$ cat src/rtl/dlx_mem_bus_ctrl.sv
// Memory-bus master for the DLX control SM: turns MR/MW level requests into a
// req/ack bus cycle, stalls the SM via busy, and aborts on a missing ack.
module dlx_mem_bus_ctrl #(
    parameter int unsigned ADDR_W  = 32,
    parameter int unsigned DATA_W  = 32,
    parameter int unsigned TIMEOUT = 255,
    parameter int unsigned TO_W    = 8
) (
    input  logic              clk,
    input  logic              reset,
    input  logic              MR,
    input  logic              MW,
    input  logic [ADDR_W-1:0] addr,
    input  logic [DATA_W-1:0] wdata,
    output logic              busy,
    output logic [DATA_W-1:0] rdata,
    output logic              bus_err,
    output logic              mem_req,
    output logic              mem_we,
    output logic [ADDR_W-1:0] mem_addr,
    output logic [DATA_W-1:0] mem_wdata,
    input  logic              mem_ack,
    input  logic [DATA_W-1:0] mem_rdata
);

    typedef enum logic [1:0] {StIdle, StWait, StDone} state_e;

    localparam logic [TO_W-1:0] ToLast = TO_W'(TIMEOUT - 1);

    state_e          state_q;
    logic [TO_W-1:0] cnt_q;

    // Combinational in IDLE so the SM stalls in the very cycle it raises a request.
    assign busy = (state_q == StIdle) ? (MR | MW) : (state_q == StWait);

    always_ff @(posedge clk) begin
        if (reset) begin
            state_q   <= StIdle;
            cnt_q     <= '0;
            mem_req   <= 1'b0;
            mem_we    <= 1'b0;
            mem_addr  <= '0;
            mem_wdata <= '0;
            rdata     <= '0;
            bus_err   <= 1'b0;
        end else begin
            case (state_q)
                StIdle: begin
                    if (MR | MW) begin
                        mem_addr  <= addr;
                        mem_wdata <= wdata;
                        mem_we    <= MW & ~MR;
                        mem_req   <= 1'b1;
                        cnt_q     <= '0;
                        if (MR & MW) bus_err <= 1'b1;
                        state_q   <= StWait;
                    end
                end
                StWait: begin
                    if (mem_ack) begin
                        mem_req <= 1'b0;
                        if (!mem_we) rdata <= mem_rdata;
                        state_q <= StDone;
                    end else if (cnt_q == ToLast) begin
                        mem_req <= 1'b0;
                        bus_err <= 1'b1;
                        if (!mem_we) rdata <= '0;
                        state_q <= StDone;
                    end else begin
                        cnt_q <= cnt_q + 1'b1;
                    end
                end
                StDone:  state_q <= StIdle;
                default: state_q <= StIdle;
            endcase
        end
    end

endmodule

$ cat config.mk
export PLATFORM = sky130hd
export DESIGN_NAME = dlx_mem_bus_ctrl
export DESIGN_NICKNAME = d
export VERILOG_FILES = /design/src/rtl/dlx_mem_bus_ctrl.sv
export SDC_FILE = /design/constraint.sdc
export NUM_CORES = 1
export LEC_CHECK = 0
export CORE_MARGIN = 3
export CORE_UTILIZATION = 43
export DETAILED_ROUTE_END_ITERATION = 12
export PLACE_DENSITY = 0.92
export SETUP_SLACK_MARGIN = 0.5
export SLEW_MARGIN = 20
export SYNTH_ARGS = -nofsm -noshare
export SYNTH_HDL_FRONTEND = slang
export SYNTH_SLANG_ARGS = --single-unit
$ cat constraint.sdc
create_clock -name clk -period 5.1 [get_ports clk]
set_input_delay 1.02 -clock clk [delete_from_list [all_inputs] [get_ports clk]]
set_output_delay 1.02 -clock clk [all_outputs]
set_load 0.01 [all_outputs]
# ---- Yosys cells after proc, flatten, opt, wreduce, memory -nomap -nowiden
# Cells that the tools add are included.
# Widths: inputs -> output; s select.
dict set report totals {
  ff_bits 109
  word_cells 54
}
dict set report classes {
  eq_ne 10
  n_bitwise 4
  add_sub_neg 1
  n_reduce_logical 9
  n_mux 22
}
# operator n
set ops {}
lappend ops {{$mux 32} 4}
lappend ops {{$mux 8} 3}
lappend ops {{$pmux 8 s2} 1}
lappend ops {{$add 8x1->8 const B} 1}
lappend ops {{$eq 8x8->1 const B} 1}
lappend ops {{$mux 1} 8}
lappend ops {{$ne 2x2->1 const B} 4}
lappend ops {{$reduce_and 4->1} 2}
lappend ops {{$mux 2} 3}
lappend ops {{$ne 2x1->1 const B} 3}
lappend ops {{$reduce_and 5->1} 1}
lappend ops {{$pmux 1 s2} 2}
lappend ops {{$pmux 2 s2} 1}
lappend ops {{$reduce_and 2->1} 2}
lappend ops {{$reduce_bool 2->1} 2}
lappend ops {{$ne 3x2->1 const B} 1}
lappend ops {{$reduce_and 3->1} 1}
lappend ops {{$and 1x1->1} 2}
lappend ops {{$eq 2x1->1 const B} 1}
lappend ops {{$logic_not 2->1} 1}
lappend ops {{$not 1->1} 1}
lappend ops {{$or 1x1->1} 1}

# ---- Longest topological paths before layout
dict set report logic_depth {
  depth_word 4
  mapped_depth 7
  mapped_depth_nobuf 6
}

# ---- Worst setup path after synthesis
# No wires, ideal clock.
dict set report synth_timing {
  kind {input -> output}
  start {input port MW}
  end {output port busy}
  n_path_buf 0
  stages 2
  t_arrival_ns 1.254
  path_slack_ns 2.826
  cell_sequence {nor3_1 nor2_1}
}
dict set report synth_between {
  elab_chain_cells 2
}
# item line
set synth_lines {}
lappend synth_lines {{start: declaration} 12} ;# input logic MW,
lappend synth_lines {{$or 1x1->1} 34} ;# assign busy = (state_q == StIdle) ? (MR | MW) : (state_q == StWait);
lappend synth_lines {{$mux 1} 34}
lappend synth_lines {{end: declaration} 15} ;# output logic busy,
# Every way passes these cells.

# ---- Final worst setup path
dict set report layout_timing {
  start {input port MR}
  end {output port busy}
}
dict set report layout_between {
  elab_chain_cells 2
}
# item line
set layout_lines {}
lappend layout_lines {{start: declaration} 11} ;# input logic MR,
lappend layout_lines {{$or 1x1->1} 34}
lappend layout_lines {{$mux 1} 34}
# Every way passes these cells.

==> reports/qor.tcl <==
set qor(detailedRoute.firstIterationViolations) 162
set qor(grt_setup_unrepaired) {false}
set qor(register_bit_total_from_synthesis) 109
set qor(max-clock-path-buffers) 2
set qor(crit_arrival_ns) 2.33
set qor(power.density_mw_per_mm2) 300
set qor(cts_post_setup_buffers_inserted) 0
set qor(clock_insertion_delay_worst_skew_ns) 0.36
set qor(worstSetupEndpointType) {output pin}
set qor(timing_worst_setup_path_type) {primary input to output pin}
set qor(num-fill-cells) 737
set qor(post_cts.resized_instances) 0
set qor(finalSetupTns_ns) 0
set qor(drive_gt1_share_pct) 3.99
set qor(timing.final.max_slew_violations) 0
set qor(multi_input_comb_area_mm2) 0.00163
set qor(tritoncts) {built}
set qor(gr-total-overflow) 0
set qor(design.portCount) 201
set qor(yosys.area.top_type_share_pct) 55.1
set qor(power.ir.vdd_worst_mv) 0.184
set qor(gp_congestion) 0.793
set qor(vias) 4087
set qor(period_minus_slack_ns) 3.35
set qor(final_hold_viol_count) 0
set qor(skew_ns) 0.0237
set qor(hold_path_class) {flip-flop to flip-flop}
set qor(proportion_of_register_bits_with_asynchronous_set_or_reset_after_synthesis_pct) 0
set qor(cts_hold_repair.buffers) 0
set qor(die-height_um) 102
set qor(post_drt_via_cell_ratio) 5.21
set qor(critical_path_peak_fanout) 5
set qor(synth_sequential_area_ratio_pct) 55.1
set qor(grt_first_pass_wirelength_um) 18700
set qor(timing.max_cap.violations) 0
set qor(netlist_top_cells_count) {sky130_fd_sc_hd__nand2_1, sky130_fd_sc_hd__dfxtp_1, sky130_fd_sc_hd__a21oi_1}
set qor(wirelength_um) 12100
set qor(synth_largest_area_cell) {sky130_fd_sc_hd__dfxtp_1}
set qor(post-route-period-util_pct) 65.6
set qor(numPortBuffers) 200
set qor(power.leakage_nw) 2.24
set qor(layout.nets) 775
set qor(leading_post_synthesis_cells_by_cell_area) {sky130_fd_sc_hd__dfxtp_1, sky130_fd_sc_hd__nand2_1, sky130_fd_sc_hd__a21oi_1}
set qor(floorplan.die_area_mm2) 0.0104
set qor(synth_edf_count) 0
set qor(grt_antenna_before_repair) 0
set qor(cts_buffers) 9
set qor(drcViolationCount) 0
set qor(setup_viol_count_final) 0
set qor(synth.cell_area_mm2) 0.00396
set qor(worstSetupStartpointType) {primary input}
set qor(drt-pass1-iter-count) 4
set qor(ys_types) 31
set qor(total_number_of_h_tree_levels) 3
set qor(coreArea_mm2) 0.00885
set qor(maximum_number_of_pins_on_one_net_before_global_route_repair) 106
set qor(area_growth_pct) 56.2
set qor(postSynthCellCount) 495
set qor(utilization_pct) 69.9
set qor(track_usage_pct) 22.3
set qor(die_span_x_um) 102
set qor(hold_slack_ns) 0.459
set qor(cp.required_ns) 4.08
set qor(synth_warnings) 0
set qor(hpwl_after_detailed_placement_um) 8580
set qor(routed_wire_length_per_instance_um) 15.4
set qor(floorplan.initialDensity_pct) 44.8
set qor(seqCellArea_mm2) 0.00218
set qor(clock-sinks) 109
set qor(clockRootBuffer) {sky130_fd_sc_hd__clkbuf_8}
set qor(clk_pin_slew_worst_paths_ns) 0.11
set qor(core.rowCount) 34
set qor(run_status) {finished clean}
set qor(postSynthNetCount) 598
set qor(via_count_of_the_first_global_routing_pass) 3932
set qor(ys_dominant_reg_cell) {sky130_fd_sc_hd__dfxtp_1}
set qor(route.antenna.remaining_nets) 0
set qor(fmax_achieved_mhz) 299
set qor(timing.slew.headroom_pct) 29.6
set qor(synth_area_per_cell_um2) 8.00
set qor(worst_pin_slew_ns) 1.06
set qor(cell_with_the_most_instances_after_synthesis) {sky130_fd_sc_hd__nand2_1}
set qor(number_of_inserted_diodes) 0
set qor(fin_total_pwr_w) 0.00185
==> layout make-up <==
cell class / instances / share of cell area (%)
inverter: 6 / 0.364
multi-input combinational: 344 / 26.4
tap: 108 / 2.18
clock inverter: 7 / 1.27
clock buffer: 9 / 2.00
timing repair buffer: 202 / 32.6
sequential: 109 / 35.3
==> sequential cells by signal, summed over array words and instances (netlist names) <==
signal     flops
state_q        2
mem_req        1
mem_we         1
bus_err        1
cnt_q          8
mem_addr      32
rdata         32
mem_wdata     32
==> layout by cell type (no fill, tap or decap), drive strengths merged, types with 2 or more instances in the layout <==
cell           count
a211o              2
a21oi            105
and3               2
buf                3
clkbuf             9
clkdlybuf4s50    199
clkinvlp           2
dfxtp            109
ha                 2
inv                9
nand2            162
nand3              3
nand4              2
nor2               8
nor3               2
o21ai             37
o31ai              4
or3                3
or4                3
==> routing by layer <==
metal	track usage [%]	vias up	share of wire, %
met5	0	-	0
met3	4.91	24	6.5
met2	40.5	150	52
met4	8.38	0	2.7
met1	25.6	1912	39
li1	-	2001	-
==> kinds of logic (layout without fill, tap and decap cells) <==
kind of cell | after synthesis | after routing | synth area share (%)
AND/OR/NAND/NOR | 191 | 191 | 19.9
flip-flops | 109 | 109 | 55.1
adder cells (fa/ha/maj) | 2 | 2 | 0.632
buffers and inverters | 42 | 224 | 4.48
AO/OA/AOI/OAI | 151 | 151 | 19.9
==> through the flow <==
stage / cell area [um^2] / std cells / worst slack (ns)
3_5_place_dp: 5990 / 769 / 1.77
2_1_floorplan: 3960 / 495 / 2.83
6_report: 6190 / 785 / 1.75
4_1_cts: 6190 / 785 / 1.76
3_3_place_gp: 5980 / 769 / 1.77
5_1_grt: 6190 / 785 / 1.69
==> report_power, final <==
group          internal [W]  leakage (nW)  switching [W]  total [W]
clock network      0.000234        0.0982       0.000307   0.000541
registers          0.000907         0.894      0.0000299   0.000937
logic              0.000199          1.25       0.000178   0.000376
==> final timing paths <==
check / startpoint / to / slack [ns] / cells after the start
worst min-delay path: mem_addr[20] / mem_addr[20] / 0.46 / 2
worst max register to register: state_q[0] / rdata[15] / 2.85 / 4
worst min register to register: mem_addr[20] / mem_addr[20] / 0.46 / 2
worst max-delay path: MR / busy / 1.75 / 4
==> worst max-delay path: stages <==
cell                              delay (ns)
sky130_fd_sc_hd__clkdlybuf4s50_1        0.60
sky130_fd_sc_hd__nor3_1                 0.08
sky130_fd_sc_hd__nor2_1                 0.09
sky130_fd_sc_hd__clkdlybuf4s50_1        0.54
Power figures use the tool's default switching activity.
==> RTL change: new RTL, same flow settings <==
Encoding of `state_e`: now one-hot (3 bits for 3 states).
--- a/src/rtl/dlx_mem_bus_ctrl.sv
+++ b/src/rtl/dlx_mem_bus_ctrl.sv
@@ -24,5 +24,5 @@
 );
 
-    typedef enum logic [1:0] {StIdle, StWait, StDone} state_e;
+    typedef enum logic [2:0] {StIdle = 3'b001, StWait = 3'b010, StDone = 3'b100} state_e;
 
     localparam logic [TO_W-1:0] ToLast = TO_W'(TIMEOUT - 1);
Formal check against the unedited RTL: same outputs for any inputs over 4 cycles, from zero or initial values and one cycle with reset high; so few cycles prove little.
==> RTL change against the original RTL <==
- sequential share of layout area down 1.7 points
- non-clock buffer count up 5
- core utilization down 0.95 points
- total power up 5.2%
- first-iteration DRC count up 25%
- cell area up 5.9%
- worst setup slack better by 0.012 ns
- sequential power up 1%
- hold slack better by 0.00098 ns
- count of clock-buffer cells in the layout up 1
- wire length up 9.5%
- area after synthesis up 8.7%
- sequential cell count up 1
==> RTL change: results (changes against the original RTL) <==
metric	value	unit	change
DPL Wire Length	9.247	mm	+7.8%
leakage	0.002252	uW	+0.43%
synthesized net count	607		+1.5%
post-CTS sizing	0		unchanged
Worst Skew	0.01628	ns	-0.007423 ns
worst setup path startpoint	MW		
nets	777		+0.26%
Max VDD drop	0.2048	mV	+11%
flop2flop setup slack	2.81	ns	-0.04 ns
share of post-route cells with drive strength above 1	0.04418		+0.004301
global-route wire length before repair	20.85	mm	+12%
Fill cells	739		+0.27%
GRT overflow	0		unchanged
hold_sp	mem_addr[22]$_SDFFE_PP0P_		
Max-slew headroom	0.4590		+0.1632
Clk pin slew, worst setup/hold paths	0.09	ns	-0.02 ns
vias in the first global route	4178		+6.3%
top cells by count, synth	nand2_1, dfxtp_1, a21oi_1		
Post-Place Setup Slack	1.775	ns	+0.007140 ns
top_reg_cell synth	dfxtp_1		
sequential share of the synthesized area	0.5116		-0.03922
TritonCTS Buffers	9		unchanged
Net Sw Frac	0.2751		-0.002473
TritonRoute pass-1 iters	5		+1
part of the cycle the worst path needs	0.6537		-0.002371
Root Buffer	clkbuf_8		
synth unique cells	33		+6.5%
Total GRT Usage	0.2272		+0.004033
worst reg2reg startpoint	state_q[0]$_SDFFE_PP1P_		
WP data arrival	2.31	ns	-0.02 ns
synth top area cells	dfxtp_1, a21oi_1, nand2_1, nand4b_1, o31ai_1		
dpl cell area	0.006331	mm2	+5.8%
Iter 0 DRT Violations	203		+25%
largest net degree at the start of global routing	111		+4.7%
vias per cell	5.377		+3.3%
routability congestion estimate	0.8649		+9.1%
Hold Crit Class	reg2reg		
Wirelength per Cell	16.34	um	+6.4%
Crit Path Max Fanout	4		-1
asr flop ratio synth	0		unchanged
status	finished clean		
[RTL change: kinds of logic after synthesis]
group	Yosys count	share of synthesized area
buffers and inverters	49	0.04942
AND/OR/NAND/NOR	189	0.2247
flip-flops	110	0.5116
AO/OA/AOI/OAI	149	0.1983
XOR/XNOR	5	0.01017
adder cells (fa/ha/maj)	2	0.005813
[RTL change: worst max-delay path, cell delays in order]
cell,delay (ns)
clkdlybuf4s50_1,0.58
o21ai_4,0.09
nand2_1,0.09
clkdlybuf4s50_1,0.53
[RTL change: metal layers]
layer  vias up  track usage  share of wire
met4         0      0.07493          0.023
met3        25      0.07347          0.089
met2       198       0.4021           0.50
met5         -            0              0
met1      2020       0.2584           0.38
li1       2102            -              -
[RTL change: power by group through the flow]
stage	sequential (uW)	clock, uW	combinational (uW)
after floorplan	991	0	171
after CTS	950	587	430
after global placement	964	0	418
final	949	575	428
after global routing	956	624	463
after detailed placement	969	0	428
[RTL change: cell type report]
class                      count  area, um2  area share
sequential                   110       2202      0.3359
timing repair buffer         207       2059      0.3141
clock inverter                 6      93.84     0.01431
clock buffer                  10      127.6     0.01947
tap                          129      161.4     0.02462
multi-input combinational    345       1908      0.2910
inverter                       1      3.754   0.0005725
[RTL change: worst paths after layout]
| path | depth (start not counted) | end |
|---|---|---|
| worst min-delay path | 2 | mem_addr[22]$_SDFFE_PP0P_ |
| worst max-delay path | 4 | busy |
| worst min register to register | 2 | mem_addr[22]$_SDFFE_PP0P_ |
| worst max register to register | 5 | cnt_q[6]$_SDFFE_PP0P_ |
[RTL change: through the flow]
stage / std cells / hold WS (ns)
final: 808 / 0.4597
after global routing: 808 / 0.4798
after CTS: 808 / 0.4617
after detailed placement: 792 / 0.4459
after global placement: 791 / 0.4408
after floorplan: 504 / 0.4692
